<file path="src/rtl/famiclone_detect.sv">
// famiclone_detect: tells a standard console from a famiclone (Dendy-style)
// by watching how the /A13 pad reads back during PPU reads. The block first
// grounds CIRAM /CE and /A13 for a fixed number of m2 edges, then releases
// /A13 and compares its read-back level against A13 on every PPU read.
module famiclone_detect #(
    parameter int INIT_CYCLES        = 15,
    parameter int SAMPLES            = 3,
    parameter int MISMATCH_THRESHOLD = 1,
    parameter int TIMEOUT_CYCLES     = 65535,
    parameter int SYNC_STAGES        = 2
) (
    input  logic       m2,
    input  logic       reset,
    input  logic       ppu_rd_in,
    input  logic       ppu_a13,
    input  logic       ppu_not_a13_in,
    input  logic       redetect,
    output logic       ciram_ce_force_low,
    output logic       not_a13_force_low,
    output logic       new_dendy,
    output logic       locked,
    output logic       timed_out,
    output logic [1:0] state
);

    localparam int INIT_W = $clog2(INIT_CYCLES + 1);
    localparam int SMP_W  = $clog2(SAMPLES + 1);
    localparam int MIS_W  = $clog2(MISMATCH_THRESHOLD + 1);
    localparam int TMO_W  = $clog2(TIMEOUT_CYCLES + 1);

    localparam logic [INIT_W-1:0] INIT_LOAD = INIT_W'(INIT_CYCLES);
    localparam logic [SMP_W-1:0]  SMP_MAX   = SMP_W'(SAMPLES);
    localparam logic [MIS_W-1:0]  MIS_MAX   = MIS_W'(MISMATCH_THRESHOLD);
    localparam logic [TMO_W-1:0]  TMO_MAX   = TMO_W'(TIMEOUT_CYCLES);

    typedef enum logic [1:0] {
        ST_INIT      = 2'd0,
        ST_DETECT    = 2'd1,
        ST_STANDARD  = 2'd2,
        ST_NEW_DENDY = 2'd3
    } state_t;

    state_t state_q, state_d;

    logic [SYNC_STAGES-1:0] rd_sync, a13_sync, na13_sync;
    logic rd_s, a13_s, na13_s;

    logic [INIT_W-1:0] init_cnt;
    logic [SMP_W-1:0]  lo_cnt, hi_cnt, lo_inc, hi_inc;
    logic [MIS_W-1:0]  mis_cnt, mis_inc;
    logic [TMO_W-1:0]  tmo_cnt, tmo_inc;
    logic              timed_out_q;
    logic              sample, mismatch, mis_hit, match_done, tmo_hit;

    // Counters never wrap: they stop at their limit.
    function automatic int sat_inc(input int value, input int limit);
        return (value >= limit) ? value : value + 1;
    endfunction

    // Synchronise the asynchronous PPU lines; the reset levels look like an idle bus.
    always_ff @(posedge m2 or posedge reset) begin
        if (reset) begin
            rd_sync   <= '1;
            a13_sync  <= '0;
            na13_sync <= '1;
        end else begin
            rd_sync   <= {rd_sync[SYNC_STAGES-2:0], ppu_rd_in};
            a13_sync  <= {a13_sync[SYNC_STAGES-2:0], ppu_a13};
            na13_sync <= {na13_sync[SYNC_STAGES-2:0], ppu_not_a13_in};
        end
    end

    assign rd_s   = rd_sync[SYNC_STAGES-1];
    assign a13_s  = a13_sync[SYNC_STAGES-1];
    assign na13_s = na13_sync[SYNC_STAGES-1];

    // Classify this edge's sample and form the saturated counter increments.
    always_comb begin
        lo_inc   = lo_cnt;
        hi_inc   = hi_cnt;
        mis_inc  = mis_cnt;
        tmo_inc  = TMO_W'(sat_inc(int'(tmo_cnt), TIMEOUT_CYCLES));
        sample   = (state_q == ST_DETECT) && !rd_s;
        mismatch = sample && (na13_s == a13_s);
        if (mismatch) begin
            mis_inc = MIS_W'(sat_inc(int'(mis_cnt), MISMATCH_THRESHOLD));
        end else if (sample) begin
            if (a13_s) hi_inc = SMP_W'(sat_inc(int'(hi_cnt), SAMPLES));
            else       lo_inc = SMP_W'(sat_inc(int'(lo_cnt), SAMPLES));
        end
        mis_hit    = mismatch && (mis_inc == MIS_MAX);
        match_done = (lo_inc == SMP_MAX) && (hi_inc == SMP_MAX);
        tmo_hit    = (tmo_inc == TMO_MAX);
    end

    // State register.
    always_ff @(posedge m2 or posedge reset) begin
        if (reset) state_q <= ST_INIT;
        else       state_q <= state_d;
    end

    // Next state: a real decision outranks the timeout on the same edge.
    always_comb begin
        state_d = state_q;
        if (redetect) begin
            state_d = ST_INIT;
        end else begin
            case (state_q)
                ST_INIT:   if (init_cnt <= INIT_W'(1)) state_d = ST_DETECT;
                ST_DETECT: begin
                    if (mis_hit)         state_d = ST_NEW_DENDY;
                    else if (match_done) state_d = ST_STANDARD;
                    else if (tmo_hit)    state_d = ST_STANDARD;
                end
                default:   state_d = state_q;
            endcase
        end
    end

    // Counters and the timeout flag; INIT keeps the detect counters cleared.
    always_ff @(posedge m2 or posedge reset) begin
        if (reset) begin
            init_cnt    <= INIT_LOAD;
            lo_cnt      <= '0;
            hi_cnt      <= '0;
            mis_cnt     <= '0;
            tmo_cnt     <= '0;
            timed_out_q <= 1'b0;
        end else if (redetect) begin
            init_cnt    <= INIT_LOAD;
            lo_cnt      <= '0;
            hi_cnt      <= '0;
            mis_cnt     <= '0;
            tmo_cnt     <= '0;
            timed_out_q <= 1'b0;
        end else begin
            case (state_q)
                ST_INIT: begin
                    if (init_cnt != '0) init_cnt <= init_cnt - 1'b1;
                    lo_cnt  <= '0;
                    hi_cnt  <= '0;
                    mis_cnt <= '0;
                    tmo_cnt <= '0;
                end
                ST_DETECT: begin
                    lo_cnt  <= lo_inc;
                    hi_cnt  <= hi_inc;
                    mis_cnt <= mis_inc;
                    tmo_cnt <= tmo_inc;
                    if (tmo_hit && !mis_hit && !match_done) timed_out_q <= 1'b1;
                end
                default: begin
                    init_cnt <= init_cnt;
                end
            endcase
        end
    end

    // Outputs are decoded purely from the current state.
    always_comb begin
        ciram_ce_force_low = (state_q == ST_INIT);
        not_a13_force_low  = (state_q == ST_INIT);
        new_dendy          = (state_q == ST_NEW_DENDY);
        locked             = (state_q == ST_STANDARD) || (state_q == ST_NEW_DENDY);
        timed_out          = timed_out_q;
        state              = state_q;
    end

endmodule
</file>
<file path="config.mk">
export PLATFORM = sky130hd
export DESIGN_NAME = famiclone_detect
export DESIGN_NICKNAME = d
export VERILOG_FILES = /design/src/rtl/famiclone_detect.sv
export SDC_FILE = /design/constraint.sdc
export NUM_CORES = 1
export LEC_CHECK = 0
export BUFFER_PORTS_ARGS = -buffer_cell sky130_fd_sc_hd__clkbuf_2
export CELL_PAD_IN_SITES_DETAIL_PLACEMENT = 1
export CELL_PAD_IN_SITES_GLOBAL_PLACEMENT = 2
export CORE_MARGIN = 2
export CORE_UTILIZATION = 30
export CTS_BUF_LIST = sky130_fd_sc_hd__clkbuf_8
export CTS_CLUSTER_DIAMETER = 150
export DETAILED_ROUTE_END_ITERATION = 16
export PLACE_DENSITY = 0.62
export SYNTH_ARGS = -nofsm -noshare
export SYNTH_HDL_FRONTEND = slang
export SYNTH_SLANG_ARGS = --single-unit
</file>
<file path="constraint.sdc">
create_clock -name m2 -period 4 [get_ports m2]
set_input_delay 1.2 -clock m2 [delete_from_list [all_inputs] [get_ports m2]]
set_output_delay 1.2 -clock m2 [all_outputs]
set_load 0.01 [all_outputs]
</file>
==> out/metrics.yaml <==
status: "finished clean"
synth_cells: 224
filler_cell_count: 737
power_leakage_nw: 0.8443
finalCriticalPeriod_ps: 2906
drtPass1Iterations: 4
internal-power_w: 0.0004719
layout-drive-gt1-share_pct: 18.61
synth-seq-cells: 33
cts_hold_buf: 0
layout.nets: 240
path_class: "flip-flop to flip-flop"
die_x_um: 85.64
area_growth_pct: 9.011
worst_path_max_delay_cell: "or4_1"
crit_arrival_ps: 3100
cts_buffers: 5
ir_drop_mv: 0.1432
detail-route-antenna-nets: 0
route.vias.total: 1726
routed_wl_mm: 5.426
hold_violations: 0
vias_per_cell: 5.604
slew_headroom_pct: 42.45
async_flop_share_pct: 100.0
die_h_um: 85.64
cts_root_buf: "clkbuf_8"
hpwl_mm: 3.868
synthesis.nets: 234
cts_tree: "done"
grtUsageTotal_pct: 16.00
cp_cell_sequence: "ha_1 > and4_4 > nand2_2 > o311a_1 > or4_1 > or4_4 > a21o_1"
power_frac_clock_pct: 40.9
pwr-share-seq_pct: 55.3
synth_edf_count: 0
ctsResizeCount: 0
combPwrFrac_pct: 3.8
synth_top_flop_cell: "dfrtp_1"
antenna_cells: 0
synth_area_sq_um: 1999
fin_crit_sh_pct: 72.64
cpPeakStageDelay_ps: 550
crit_required_ps: 4190
tightest_slew_ps: 861.4
dp.cells: 300
max_freq_mhz: 344.2
mostFrequentLayoutCells: "25 x dfrtp_1, 24 x o21ai_0, 21 x nand2_1, 18 x a21oi_1, 14 x nor2_1"
cts.clk_slew.worst_paths_ps: 70
hold_path_class: "flip-flop to flip-flop"
initial_core_util_pct: 31.31
crit_path_end_kind: "flip-flop"
dr.first_iter.drc_count: 79
grt_first_pass_wirelength_mm: 9.059
routedWlPerCell_um: 17.62
drv_slew: 0
cp-start-kind: "flip-flop"
cts.htree.levels: 2
rows: 29
cp_max_fo: 10
gp_congestion: 0.8423
core_sq_um: 6386
antenna_found_initial: 0
clock_path_buffers: 2
powerDensity_nw_per_um2: 287.6
final_common_cell: "dfrtp_1"
switching_share_pct: 24.71
worstSkewPairLatency_ps: 300
yosysSeqAreaShare_pct: 41.80
critPathBufInv: 0
fin_hold_ws_ps: 352.8
clock-sinks: 33
die_area_sq_um: 7333
rsz0062_at_grt: "no"
drv_cap: 0
setup_violations: 0
layoutNonFillerInstCount: 308
setup_tns_ps: 0
timing.critical_path.max_delay_family: "simple AND/OR/NAND/NOR gates"
syn_avg_cell_area_sq_um: 8.926
setup_ws_ps: 1094
grt_pass1_vias: 1698
place_ws_ps: 1065
synth_warnings: 0
grt_overflow: 0
fin_util_pct: 34.13
boundaryPins: 13
fin_skew_ps: 7.655
cts_setup_buffers: 0
portBuffers: 12
grt_max_degree: 34
ys_types: 53
post-route-drc-count: 0
power.switching_w: 0.0001549
## power by group through the flow
stage          Sequential, W  Clock (W)  Combinational, W
2_1_floorplan       0.000351          0         0.0000164
3_3_place_gp        0.000352          0         0.0000237
3_5_place_dp        0.000353          0         0.0000252
4_1_cts             0.000347   0.000269         0.0000253
5_1_grt             0.000347   0.000284         0.0000284
6_report            0.000346   0.000256         0.0000240
## metrics by stage
| step | total power (W) | cell area [sq um] |
|---|---|---|
| floorplan | 0.0003679 | 1999 |
| global placement | 0.0003760 | 2093 |
| detailed placement | 0.0003779 | 2093 |
| CTS | 0.0006408 | 2180 |
| global route | 0.0006594 | 2180 |
| finish | 0.0006268 | 2180 |
## synthesized netlist by cell type (all sizes together), types with 2 or more instances
library cell | count | area [sq um]
a21oi | 18 | 90.09
a22o | 2 | 17.52
a31oi | 5 | 31.28
and2 | 4 | 25.02
buf | 7 | 52.54
clkbuf | 8 | 30.03
dfrtp | 25 | 625.6
dfstp | 8 | 210.2
ha | 4 | 50.05
inv | 9 | 33.78
mux2i | 3 | 30.03
nand2 | 22 | 85.09
nand2b | 7 | 43.79
nand3 | 5 | 25.02
nand4 | 7 | 71.31
nor2 | 14 | 52.55
nor2b | 2 | 12.51
nor3 | 6 | 30.03
nor3b | 3 | 22.52
nor4 | 3 | 18.77
o211ai | 2 | 15.01
o21ai | 25 | 125.1
o31ai | 4 | 30.03
or3b | 3 | 26.28
or4 | 3 | 26.27
xnor2 | 5 | 43.79
## cell type report
| type | instances | area, sq um | area share, % |
|---|---|---|---|
| multi-input cells | 167 | 1052 | 48.28 |
| clock buffers | 5 | 68.82 | 3.157 |
| repair buffers | 14 | 75.07 | 3.444 |
| well taps | 77 | 96.34 | 4.420 |
| flip-flops and latches | 33 | 835.8 | 38.35 |
| clock inverters | 3 | 17.52 | 0.8037 |
| inverters | 9 | 33.78 | 1.550 |
## final timing paths
path                                   from      endpoint  slack [ps]  cells after the start
worst max register to register   tmo_cnt[0]      state[0]        1090                      7
max in group asynchronous             reset  na13_sync[0]        2700                      3
min in group asynchronous             reset    tmo_cnt[4]         970                      3
worst min-delay path            a13_sync[0]   a13_sync[1]         350                      0
worst min register to register  a13_sync[0]   a13_sync[1]         350                      0
worst max-delay path             tmo_cnt[0]      state[0]        1090                      7
## cells by family (layout without fill, tap and decap cells)
| kind of cell | after synthesis | in the layout | share of synthesized area [%] |
|---|---|---|---|
| AOI/OAI and AO/OA | 71 | 71 | 22.15 |
| buffers and inverters | 24 | 31 | 5.819 |
| adders and majority gates | 4 | 4 | 2.503 |
| muxes | 3 | 3 | 1.502 |
| DFF | 33 | 33 | 41.80 |
| and+or+nand+nor | 84 | 84 | 24.03 |
| xor gates and xnor gates | 5 | 5 | 2.190 |
## sequential cells by signal, summed over array words and instances (netlist names)
register   flops
lo_cnt         2
a13_sync       2
state          2
rd_sync        2
hi_cnt         2
init_cnt       4
na13_sync      2
timed_out      1
tmo_cnt       16
## layer usage
layer	GRT usage [%]	vias to the layer above	wire, um
met2	24.22	20	2482
met3	3.657	11	141
li1	-	823	-
met5	0	-	0
met1	22.29	872	2698
met4	6.061	0	104
Note: power is estimated with default switching activity, not from simulation.
